[src/rtl/matrix_result_reader.sv]
// Drains the DIMxDIM result RAM into a valid/ready stream tagged with row/col/last, 1 element/cycle.
// Define MATRIX_RESULT_READER_TRANSPOSE_EN for column-major issue order (tags still give true row/col).
module matrix_result_reader #(
   parameter int WIDTH  = 19,
   parameter int DIM    = 8,
   parameter int ADDR_W = 6
) (
   input  logic                     clk,
   input  logic                     rst,
   input  logic                     start,
   output logic                     busy,
   output logic                     done,
   output logic                     ram_rd_en,
   output logic [ADDR_W-1:0]        ram_addr,
   input  logic signed [WIDTH-1:0]  ram_rdata,
   output logic signed [WIDTH-1:0]  out_data,
   output logic                     out_valid,
   input  logic                     out_ready,
   output logic [$clog2(DIM)-1:0]   out_row,
   output logic [$clog2(DIM)-1:0]   out_col,
   output logic                     out_last
);
   localparam int RC_W  = $clog2(DIM);
   localparam int NUM   = DIM * DIM;
   localparam int CNT_W = ADDR_W + 1;

   localparam logic [1:0] IDLE   = 2'd0;
   localparam logic [1:0] RUN    = 2'd1;
   localparam logic [1:0] FINISH = 2'd2;

   typedef struct packed {
      logic [WIDTH-1:0] dat;
      logic [RC_W-1:0]  row;
      logic [RC_W-1:0]  col;
      logic             last;
   } entry_t;

   logic [1:0]       state_q, state_d;
   logic [CNT_W-1:0] rd_cnt_q, rd_cnt_d;
   logic             infl_q, infl_d;
   logic [RC_W-1:0]  infl_row_q, infl_row_d;
   logic [RC_W-1:0]  infl_col_q, infl_col_d;
   logic             infl_last_q, infl_last_d;
   logic [1:0]       occ_q, occ_d;
   entry_t           head_q, head_d;
   entry_t           skid_q, skid_d;

   logic             push, pop;
   logic [RC_W-1:0]  rd_row, rd_col;
   entry_t           new_ent;

`ifdef MATRIX_RESULT_READER_TRANSPOSE_EN
   assign rd_row = RC_W'(rd_cnt_q % DIM);
   assign rd_col = RC_W'(rd_cnt_q / DIM);
`else
   assign rd_row = RC_W'(rd_cnt_q / DIM);
   assign rd_col = RC_W'(rd_cnt_q % DIM);
`endif

   assign ram_addr  = ADDR_W'(rd_row * DIM + rd_col);
   assign out_valid = (occ_q != 2'd0);
   assign out_data  = head_q.dat;
   assign out_row   = head_q.row;
   assign out_col   = head_q.col;
   assign out_last  = head_q.last;
   assign busy      = (state_q == RUN);
   assign done      = (state_q == FINISH);
   assign push      = infl_q;
   assign pop       = out_valid & out_ready;

   // Room check counts the pop happening this cycle, so a full FIFO being drained still issues.
   assign ram_rd_en = (state_q == RUN) && (rd_cnt_q < CNT_W'(NUM)) &&
                      (({1'b0, occ_q} + {2'b00, infl_q}) < (3'd2 + {2'b00, pop}));

   always_comb begin
      new_ent.dat  = ram_rdata;
      new_ent.row  = infl_row_q;
      new_ent.col  = infl_col_q;
      new_ent.last = infl_last_q;

      state_d     = state_q;
      rd_cnt_d    = rd_cnt_q;
      infl_d      = ram_rd_en;
      infl_row_d  = rd_row;
      infl_col_d  = rd_col;
      infl_last_d = (rd_cnt_q == CNT_W'(NUM - 1));
      occ_d       = occ_q;
      head_d      = head_q;
      skid_d      = skid_q;

      case (state_q)
         IDLE: begin
            if (start) begin
               state_d  = RUN;
               rd_cnt_d = '0;
            end
         end
         RUN: begin
            if (ram_rd_en)
               rd_cnt_d = rd_cnt_q + CNT_W'(1);
            if (pop && head_q.last)
               state_d = FINISH;
         end
         FINISH:  state_d = IDLE;
         default: state_d = IDLE;
      endcase

      case ({push, pop})
         2'b10: begin
            if (occ_q == 2'd0) head_d = new_ent;
            else               skid_d = new_ent;
            occ_d = occ_q + 2'd1;
         end
         2'b01: begin
            head_d = skid_q;
            occ_d  = occ_q - 2'd1;
         end
         2'b11: begin
            if (occ_q == 2'd2) begin
               head_d = skid_q;
               skid_d = new_ent;
            end else begin
               head_d = new_ent;
            end
         end
         default: ;
      endcase
   end

   always_ff @(posedge clk or negedge rst) begin
      if (!rst) begin
         state_q     <= IDLE;
         rd_cnt_q    <= '0;
         infl_q      <= 1'b0;
         infl_row_q  <= '0;
         infl_col_q  <= '0;
         infl_last_q <= 1'b0;
         occ_q       <= 2'd0;
         head_q      <= '0;
         skid_q      <= '0;
      end else begin
         state_q     <= state_d;
         rd_cnt_q    <= rd_cnt_d;
         infl_q      <= infl_d;
         infl_row_q  <= infl_row_d;
         infl_col_q  <= infl_col_d;
         infl_last_q <= infl_last_d;
         occ_q       <= occ_d;
         head_q      <= head_d;
         skid_q      <= skid_d;
      end
   end

   a_no_overflow: assert property (@(posedge clk) disable iff (!rst)
      !(push && !pop && occ_q == 2'd2));

endmodule

[config.mk]
export PLATFORM = sky130hd
export DESIGN_NAME = matrix_result_reader
export DESIGN_NICKNAME = d
export VERILOG_FILES = /design/src/rtl/matrix_result_reader.sv
export SDC_FILE = /design/constraint.sdc
export NUM_CORES = 1
export LEC_CHECK = 0
export ABC_AREA = 0
export CELL_PAD_IN_SITES_DETAIL_PLACEMENT = 1
export CELL_PAD_IN_SITES_GLOBAL_PLACEMENT = 1
export CORE_UTILIZATION = 34
export DETAILED_ROUTE_END_ITERATION = 8
export HOLD_SLACK_MARGIN = 0.1
export PLACE_DENSITY = 0.68
export SLEW_MARGIN = 15
export SYNTH_ARGS = -nofsm -noshare
export SYNTH_HDL_FRONTEND = slang
export SYNTH_SLANG_ARGS = --single-unit
[constraint.sdc]
create_clock -name clk -period 2.39 [get_ports clk]
set_input_delay 0.478 -clock clk [delete_from_list [all_inputs] [get_ports clk]]
set_output_delay 0.478 -clock clk [all_outputs]
set_load 0.005 [all_outputs]
==> results by group <==
Outcome
  – Status: finished with violations
  – Violated checks: design-rule violations

Hold path
  – HP Class: in -> async

Yosys
  – Synthesized Nets: 254
  – Async S/R FF share, synth: 1.000
  – Number of synthesized flops with an enable pin: 0
  – Synth Area in Compound Gates: 0.1280
  – Syn Area/Cell: 13.86 um^2
  – Largest family of logic cells by synthesized area: multiplexers
  – Synth Area in Simple Gates: 0.03570
  – Synthesized cell area: 0.003119 mm^2
  – Synth Area in Adders: 0.02407
  – FF+latch count, synth: 71
  – Distinct cells, synth: 34
  – XOR/XNOR Fraction of Synth Area: 0.008424
  – Post-synthesis cell count: 225
  – Most used DFF post-synth: dfrtp_1
  – YS warnings: 0
  – Sequential fraction of the synthesis area: 0.5696
  – Multiplexer share of the synthesized area: 0.1909

Drt
  – Vias per Instance: 5.014
  – Routed WL: 6589 um
  – Drt wl/cell: 15.88 um
  – Number of iterations in the first detailed-routing pass: 6
  – DR iter-0 viols: 64
  – Final ANT Viol Nets: 0
  – DRC Markers: 8
  – Via count: 2081

Final layout
  – Fin nets: 332
  – Share of cells above drive strength 1: 0.3420
  – Fillcell total: 900
  – Commonest non-fill, non-tap cell in the layout: dfrtp_1
  – Most frequent cells in the layout: 71 x dfrtp_1, 56 x clkdlybuf4s50_1, 52 x mux2_2
  – Final core utilization: 0.4811
  – # diodes: 0
  – Area delta synth->final: 35.82%

STA
  – Tmin final: 2.252 ns
  – RSZ-0062 raised after global routing: false
  – Setup Viol. Count Final: 0
  – Slew @ Worst Pin: 0.3875 ns
  – Worst Skew: 0.006744 ns
  – Hold Slack: 0.1270 ns
  – Fin crit share: 0.9421
  – Final hold violations: 0
  – Max-slew violation count: 0
  – Fmax achieved: 0.4441 GHz
  – Worst relative slew slack: 0.7417

Power and ir drop
  – Leakage power: 0.001874 uW
  – Max VDD drop: 1003 uV
  – PD cells: 1504 mW/mm^2

Floorplan
  – Horiz. Die Dim: 97.78 um
  – FP Rows: 34
  – Ports: 59
  – Core area: 0.008806 mm^2
  – Initial Util: 0.3542
  – Die Height: 97.78 um
  – DIE AREA: 0.009561 mm^2

GRT
  – Initial antenna violation count: 0
  – Grt total ovfl: 0
  – Global Route Usage Sum: 0.1503
  – Largest net degree at the start of global routing: 72
  – Vias in the first global route: 2246
  – Global-route wire length before repair: 11240 um

Critical path
  – Worst path max stage delay: 0.40 ns
  – CP endpoint kind: register
  – Top delay family on crit path: buffers and inverters
  – Most used cell, CP: buf_4
  – CP Launch Point: occ_q[0]$_DFFE_PN0P_
  – Reg2Reg Launch Point: occ_q[0]$_DFFE_PN0P_
  – Worst path arrival time: 2.47 ns
  – Critical path class: reg -> reg
  – Buffers & Inverters on Critical Path: 4
  – Crit path launch type: register
  – CP cell instances: buf_4 > o21ai_2 > inv_1 > ha_1 > buf_4 > a211oi_4 > buf_12 > mux2_2
  – CP max FO: 26
  – Critical path data required time: 2.61 ns
  – CP max-delay cell: dfrtp_1

Clock tree
  – Worst-Skew Late Latency: 0.34 ns
  – Reg clk slew, reported paths: 0.07 ns
  – CTS root buf: clkbuf_8
  – Max clock buf depth: 2
  – Clk sinks: 71
  – CTS Buf Count: 9
  – TritonCTS clock tree: built
  – H-Tree Depth: 3

Place
  – Placer Congestion: 0.7844
  – Dpl hpwl: 4257 um
  – Port Buffers: 58

Job
  – Max-Cap Viols: 0
[synthesized netlist by cell type (2+ instances only)]
cell type | count | area, um^2
buf_6 | 2 | 22.52
a21oi_1 | 3 | 15.01
clkbuf_1 | 4 | 15.01
inv_1 | 8 | 30.03
dfrtp_1 | 71 | 1777
o21a_1 | 2 | 15.01
buf_4 | 9 | 67.56
o21ai_0 | 4 | 20.02
nor2_1 | 4 | 15.01
ha_1 | 6 | 75.07
a31oi_1 | 3 | 18.77
xnor2_1 | 2 | 17.52
and3_1 | 2 | 12.51
nand3_1 | 3 | 15.01
nand2_1 | 6 | 22.52
mux2_2 | 52 | 585.6
a22o_1 | 27 | 236.5
[per-layer routing]
metal,vias to the layer above,GRT usage,wire length (um)
li1,975,-,-
met1,1056,0.1926,3001
met2,42,0.2504,3282
met3,8,0.03293,227
met4,0,0.05594,78
met5,-,0,0
[worst register-to-register path, delay by kind of cell (launching register included)]
family | cells | cell delay, ns
AOI/OAI and AO/OA | 2 | 0.43
adders and majority gates | 1 | 0.24
buffers and inverters | 4 | 0.71
DFF | 1 | 0.40
muxes | 1 | 0.37
[layout make-up]
type / count / area, um^2 / share of cell area
inverters: 8 / 30.03 / 0.007088
multi-input cells: 131 / 1241 / 0.2930
repair buffers: 82 / 819.5 / 0.1934
clock buffers: 9 / 123.9 / 0.02924
clock inverters: 6 / 110.1 / 0.02599
well taps: 108 / 135.1 / 0.03190
flip-flops and latches: 71 / 1777 / 0.4194
[registers in the layout, indices dropped and copies added, names as in the netlist]
name,flops
occ_q,2
out_row,3
rd_cnt_q,7
infl_last_q,1
state_q,2
out_col,3
infl_col_q,3
infl_q,1
skid_q,26
out_data,19
infl_row_q,3
out_last,1
[final timing paths]
check,end,slack (ns),cells after the start
max,skid_q[17]$_DFFE_PN0P_,0.14,8
min,infl_q$_DFF_PN0_,0.13,2
max reg2reg,skid_q[17]$_DFFE_PN0P_,0.14,8
min reg2reg,infl_row_q[2]$_DFF_PN0_,0.50,0
max in group asynchronous,skid_q[15]$_DFFE_PN0P_,1.94,2
min in group clk,infl_row_q[2]$_DFF_PN0_,0.50,0
[power breakdown]
part / internal (uW) / leakage, uW / switching [uW]
clock: 685 / 0.000111 / 446
combinational: 1920 / 0.000901 / 1220
sequential: 1760 / 0.000862 / 340
total: 4360 / 0.00187 / 2010
[repair_timing]
action | CTS | global route
endpoints found under the setup margin | 1 | 4
gates resized for setup | 4 | 5
setup buffers | 8 | 2
endpoints found under the hold margin | 0 | 0
pin swaps | 2 | 3
hold buffers | 0 | 0
[metrics by stage]
| stage | setup slack, ns | std cells | instance area (um^2) | power, uW | TNS (ns) |
|---|---|---|---|---|---|
| final | 0.1383 | 415 | 4237 | 6372 | 0 |
| after global routing | 0.06220 | 415 | 4237 | 6813 | 0 |
| after CTS | 0.02226 | 414 | 4204 | 6382 | 0 |
| after detailed placement | -0.08608 | 391 | 3902 | 5014 | -2.584 |
| after global placement | 0.003362 | 391 | 3902 | 4921 | 0 |
| after floorplan | 0.3113 | 225 | 3119 | 3799 | 0 |
[logic make-up (layout without fill, tap and decap cells)]
family	count (synthesis)	count (layout)
XOR/XNOR	3	3
multiplexers	53	53
flip-flops	71	71
adder cells (fa/ha/maj)	6	6
AO/OA/AOI/OAI	47	47
AND/OR/NAND/NOR	22	22
buffers and inverters	23	105
No activity file was read; power rests on OpenSTA's default activity.
